$ cat src/rtl/uart_pkg.sv
// Purpose: shared UART constants: parity-mode encodings and data-width defaults.
// Latency: n/a (package only).
// Backpressure: n/a (package only).
// Used by uart_rx, the transmitter and parity_calculator.
package uart_pkg;

   // Parity-mode encodings carried on the 2-bit pbit field.
   localparam logic [1:0] PAR_NONE = 2'd0;
   localparam logic [1:0] PAR_EVEN = 2'd1;
   localparam logic [1:0] PAR_ODD  = 2'd2;
   localparam logic [1:0] PAR_RSVD = 2'd3;

   // Default data-bus width.
   localparam int DBIT_DEFAULT = 8;

   // Width of the dbit (active data-bit count) field.
   localparam int DBIT_W = 4;

endpackage

$ cat src/rtl/bit_mask_gen.sv
// Purpose: build a DBIT-wide mask of the active data bits from a bit count.
// Latency: combinational.
// Backpressure: none.
// Ports: dbit  - requested active bit count (values above DBIT saturate to DBIT)
//        mask  - 1 for every active bit position; MSB- or LSB-aligned by MSB_ALIGN
module bit_mask_gen
   import uart_pkg::*;
#(
   parameter int DBIT      = DBIT_DEFAULT,
   parameter bit MSB_ALIGN = 1'b1
) (
   input  logic [DBIT_W-1:0] dbit,
   output logic [DBIT-1:0]   mask
);

   int n_i;

   // Per-bit compare against the count instead of a variable part-select.
   // Counts larger than DBIT naturally select every bit, which gives
   // the min(dbit, DBIT) saturation for free.
   always_comb begin
      mask = '0;
      n_i  = int'(dbit);
      for (int i = 0; i < DBIT; i++) begin
         if (MSB_ALIGN) begin
            mask[i] = ((DBIT - 1 - i) < n_i);
         end else begin
            mask[i] = (i < n_i);
         end
      end
   end

endmodule

$ cat src/rtl/parity_calculator.sv
// Purpose: even/odd UART parity over the active bits of a DBIT-wide word.
// Latency: 1 clk (registered output reflects the previous edge's inputs).
// Backpressure: none; no handshake or enable, result updates every edge.
// Ports: clk, reset_n (async active-low), data, dbit (active bit count),
//        pbit (0 none, 1 even, 2 odd, 3 reserved = none), parity (registered).
module parity_calculator
   import uart_pkg::*;
#(
   parameter int DBIT      = DBIT_DEFAULT,
   parameter bit MSB_ALIGN = 1'b1
) (
   input  logic              clk,
   input  logic              reset_n,
   input  logic [DBIT-1:0]   data,
   input  logic [DBIT_W-1:0] dbit,
   input  logic [1:0]        pbit,
   output logic              parity
);

   logic [DBIT-1:0] mask;
   logic            x;
   logic            parity_nxt;

   bit_mask_gen #(
      .DBIT      (DBIT),
      .MSB_ALIGN (MSB_ALIGN)
   ) u_mask (
      .dbit (dbit),
      .mask (mask)
   );

   // Reduction XOR over the masked word; synthesises to a log-depth tree.
   assign x = ^(data & mask);

   always_comb begin
      parity_nxt = 1'b0;
      case (pbit)
         PAR_EVEN: parity_nxt = x;
         PAR_ODD:  parity_nxt = ~x;
         default:  parity_nxt = 1'b0;   // none and reserved both emit 0
      endcase
   end

   always_ff @(posedge clk or negedge reset_n) begin
      if (!reset_n) begin
         parity <= 1'b0;
      end else begin
         parity <= parity_nxt;
      end
   end

endmodule

$ cat config.mk
export PLATFORM = sky130hd
export DESIGN_NAME = parity_calculator
export DESIGN_NICKNAME = d
export VERILOG_FILES = /design/src/rtl/uart_pkg.sv /design/src/rtl/bit_mask_gen.sv /design/src/rtl/parity_calculator.sv
export SDC_FILE = /design/constraint.sdc
export NUM_CORES = 1
export LEC_CHECK = 0
export CAP_MARGIN = 15
export CELL_PAD_IN_SITES_DETAIL_PLACEMENT = 1
export CELL_PAD_IN_SITES_GLOBAL_PLACEMENT = 2
export CORE_AREA = 2 2 39 41
export CTS_BUF_LIST = sky130_fd_sc_hd__clkbuf_8
export DETAILED_ROUTE_END_ITERATION = 7
export DIE_AREA = 0 0 41 43
export DONT_BUFFER_PORTS = 1
export HOLD_SLACK_MARGIN = 0.08
export PLACE_DENSITY_LB_ADDON = 0.05
export SETUP_SLACK_MARGIN = 0.5
export SYNTH_ARGS = -nofsm -noshare
export SYNTH_HDL_FRONTEND = slang
export SYNTH_SLANG_ARGS = --single-unit
$ cat constraint.sdc
create_clock -name clk -period 0.8 [get_ports clk]
set_clock_uncertainty 0.15 [all_clocks]
set_input_delay 0.08 -clock clk [delete_from_list [all_inputs] [get_ports clk]]
set_output_delay 0.08 -clock clk [all_outputs]
set_load 0.01 [all_outputs]
==> results of run 1 <==
logic make-up (layout without fill, tap and decap cells):
group / count (synthesis) / in the layout / synth area share
AOI/OAI and AO/OA: 4 / 4 / 0.129
muxes: 3 / 3 / 0.155
and+or+nand+nor: 9 / 9 / 0.316
DFF: 1 / 1 / 0.129
xor gates and xnor gates: 6 / 6 / 0.271
repair_timing:
item | CTS | global route
pin swaps | 2 | 3
gates resized for setup | 2 | 0
setup endpoints to repair | 2 | 2
endpoints found under the hold margin | 1 | 1
final cells by class:
| class | count | area, um2 | share of cell area |
|---|---|---|---|
| flip-flops and latches | 1 | 25.0 | 0.104 |
| well taps | 16 | 20.0 | 0.0833 |
| multi-input cells | 22 | 195 | 0.813 |
worst max-delay path: stages:
cell and delay [ps]:
nor3_4 160, mux2i_1 230, xnor2_1 160, xnor2_1 170, mux2i_1 200
path summary, 6_finish.rpt:
kind / from / endpoint / slack, ps
max: dbit[2] / parity / -440
min: reset_n / parity / -370
max in group asynchronous: reset_n / parity / 800
min in group clk: pbit[1] / parity / 90
per-layer routing:
layer	vias up	track usage
met3	0	0.0157
li1	85	-
met4	0	0
met1	78	0.0762
met2	13	0.0938
met5	-	0
cell usage in the layout (no fill, tap or decap):
master	instances
a31oi_1	1
nand4b_1	1
nor4bb_4	1
a2bb2oi_2	1
dfrtp_1	1
nand2b_1	3
xnor2_1	6
nor2_1	1
nor3_4	1
a21oi_1	2
nand3_1	1
mux2i_1	3
nand2_1	1
power by group through the flow:
stage	clock network [mW]	logic, mW	registers [mW]
2_1_floorplan	0	0.108	0.0703
3_3_place_gp	0	0.118	0.0711
3_5_place_dp	0	0.119	0.0711
4_1_cts	0	0.129	0.0711
5_1_grt	0	0.140	0.0725
6_report	0	0.126	0.0709
==> qor.txt, run 1 <==
total grt overflow: 0
Top reg by flops: parity
Logic pwr share: 0.641
Worst Path Required: 570 ps
Post-Place Cells: 39
share of the synthesized area in the top cell type: 0.271
Setup Fix Bufs, Post-CTS: 0
Clock Pin Slew Worst Setup and Hold Paths: 0 ps
Avg Vias per Cell: 4.51
Pwr Density: 821 mW/mm2
largest area contributor in the netlist: xnor2_1
# setup viols final: 1
RSZ-0062 raised after global routing: true
switching share of power: 0.276
Synth Instances: 23
Final WS setup: -439 ps
Post-synth top cells: xnor2_1 (6), mux2i_1 (3), nand2b_1 (3)
Max FO, Critical Path: 5
n_diodes: 0
mapped cell area: 194 um2
final net count: 41
pin count of the biggest net entering global routing: 8
Synthesized Nets: 39
Place WS: -464 ps
wl on met1: 178 um
Met3 Wirelength: 67 um
leading registers by flop count: parity (1)
fin area: 240 um2
Fin Hold WS: -366 ps
Largest register FFs: 1
max-capacitance violation count: 0
post-synthesis average cell area: 8.43 um2
Synth warnings: 0
die area: 0.00176 mm2
number of flops mapped to enable cells by yosys: 0
part of the power in registers: 0.359
first-pass GRT wire length: 752 um
Final min period: 1240 ps
vias: 176
Slew Viols, Final: 0
clock share of power: 0
vias in the first global route: 190
post-synthesis sequential area ratio: 0.129
highest routed layer: met3
Setup CP Type: primary input to register
setup_tns: -439 ps
top cells by area, synth: xnor2_1 (27%), mux2i_1 (15%), dfrtp_1 (13%), nand2b_1 (9.7%), nor4bb_2 (8.4%)
drt wl/cell: 11.5 um
die width: 41 um
Relative slew margins: 0.881
Placed Area: 225 um2
Final Instance Count excl. Fillers: 39
# fillers: 163
ys async rst share: 1.00
Highest Clock Rate: 0.807 GHz
status: finished with violations
Top FF cell, synth: dfrtp_1
share of layout cells above drive strength 1: 0.130
Total Power: 0.197 mW
P_sw: 0.0546 mW
io pins: 17
DRT antenna net count: 0
most frequent cell after synthesis: xnor2_1
Critical Path End Type: register
Placer Congestion: 0.551
Detailed Route WL: 449 um
CP arrival: 1010 ps
cell internal pwr: 0.143 mW
pin slew with the least headroom to its limit: 174 ps
synthesized flop and latch total: 1
Layout area overhead: 23.9%
Initial Utilization: 0.140
WL met2: 203 um
first-pass iteration count of the detailed router: 2
VDD IR max: 0.179 mV
Die H: 43 um
initial drt markers: 1
crit start category: primary input
failing checks: negative hold slack, negative setup slack
num rows: 14
Placeable Area: 0.00138 mm2
leak pwr: 0.0767 nW
final core utilization: 0.174
DRC Markers: 0
hold crit path type: primary input to async pin
post-synth cell types: 13
Final Cycle Share: 1.55
total track usage: 0.0570
initial antenna violation count: 0
number of port buffers: 0
Final Hold Vio Count: 1
No activity file was read; power rests on OpenSTA's default activity.
==> run 2: changes to the inputs <==
==> constraint.sdc (replaced) <==
create_clock -name clk -period 1.1 [get_ports clk]
set_clock_uncertainty 0.15 [all_clocks]
set_input_delay 0.11 -clock clk [delete_from_list [all_inputs] [get_ports clk]]
set_output_delay 0.11 -clock clk [all_outputs]
set_load 0.01 [all_outputs]
==> qor.txt, run 2 (same netlist as run 1, synthesis figures left out) <==
Max FO, Critical Path: 5
number of port buffers: 0
Relative slew margins: 0.867
Largest register FFs: 1
hold crit path type: primary input to async pin
n_diodes: 0
final net count: 42
status: finished with violations
Top reg by flops: parity
Avg Vias per Cell: 4.23
Clock Pin Slew Worst Setup and Hold Paths: 0 ps
leak pwr: 0.0801 nW
crit start category: primary input
pin count of the biggest net entering global routing: 8
most common cell after layout, fill and taps aside: xnor2_1
setup_tns: -161 ps
num rows: 14
Initial Utilization: 0.140
first-pass iteration count of the detailed router: 1
max-capacitance violation count: 0
total track usage: 0.0520
Placeable Area: 0.00138 mm2
Final Hold Vio Count: 1
die area: 0.00176 mm2
Highest Clock Rate: 0.793 GHz
DRT antenna net count: 0
DRC Markers: 0
first-pass GRT wire length: 669 um
failing checks: negative hold slack, negative setup slack
Detailed Route WL: 446 um
RSZ-0062 raised after global routing: true
Setup Fix Bufs, Post-CTS: 0
vias: 169
initial antenna violation count: 0
Worst Path Required: 870 ps
drt wl/cell: 11.2 um
pin slew with the least headroom to its limit: 197 ps
Die H: 43 um
share of layout cells above drive strength 1: 0.0833
Placed Area: 225 um2
Final WS setup: -161 ps
Layout area overhead: 22.6%
Final min period: 1260 ps
Post-CTS Hold Buffers: 1
Slew Viols, Final: 0
VDD IR max: 0.122 mV
io pins: 17
Setup CP Type: primary input to register
Final Cycle Share: 1.15
Placer Congestion: 0.536
final core utilization: 0.172
Fin Hold WS: -188 ps
# setup viols final: 1
Place WS: -173 ps
die width: 41 um
initial drt markers: 0
most frequent cells in the layout: xnor2_1 (6), nand2b_1 (3), mux2i_1 (3), a21oi_1 (2)
CP arrival: 1030 ps
Critical Path End Type: register
vias in the first global route: 186
total grt overflow: 0
Pwr Density: 590 mW/mm2
fin area: 238 um2
leading registers by flop count: parity (1)
run 2: final timing paths:
check	from	to	slack (ps)	cells past startpoint
setup / recovery	dbit[1]	parity	-160	5
max in group asynchronous	reset_n	parity	880	1
min in group clk	pbit[1]	parity	120	2
hold / removal	reset_n	parity	-190	1
run 2: final cells by class:
class,count,area (um2)
Timing Repair Buffer,1,12.5
Tap cell,16,20.0
Sequential cell,1,25.0
Fill cell,158,1150
Multi-Input combinational cell,22,180
run 2: what timing repair did:
item                       in CTS  in global routing
gates resized for setup         0                  1
hold endpoints to repair        1                  1
gates cloned                    0                  0
pin swaps                       1                  0
setup endpoints to repair       2                  3
run 2: critical path, stage by stage:
cell and delay (ps):
nor3_4 170, mux2i_1 230, xnor2_1 150, xnor2_1 160, mux2i_1 200
run 2: power by group:
group / switching [mW] / internal (mW)
Clock: 0 / 0
Sequential: 0.00638 / 0.0452
Combinational: 0.0317 / 0.0570
Total: 0.0381 / 0.102
run 2: routing by layer:
layer	track usage	up-vias	share of wire
li1	-	86	-
met1	0.0667	71	0.38
met2	0.0844	12	0.46
met3	0.0209	0	0.16
met4	0	0	0
met5	0	-	0
run 2: per-stage QoR:
step	cells	total power, mW
after CTS	40	0.142
after global routing	40	0.150
after floorplan	23	0.129
after detailed placement	39	0.138
after global placement	39	0.137
final	40	0.140
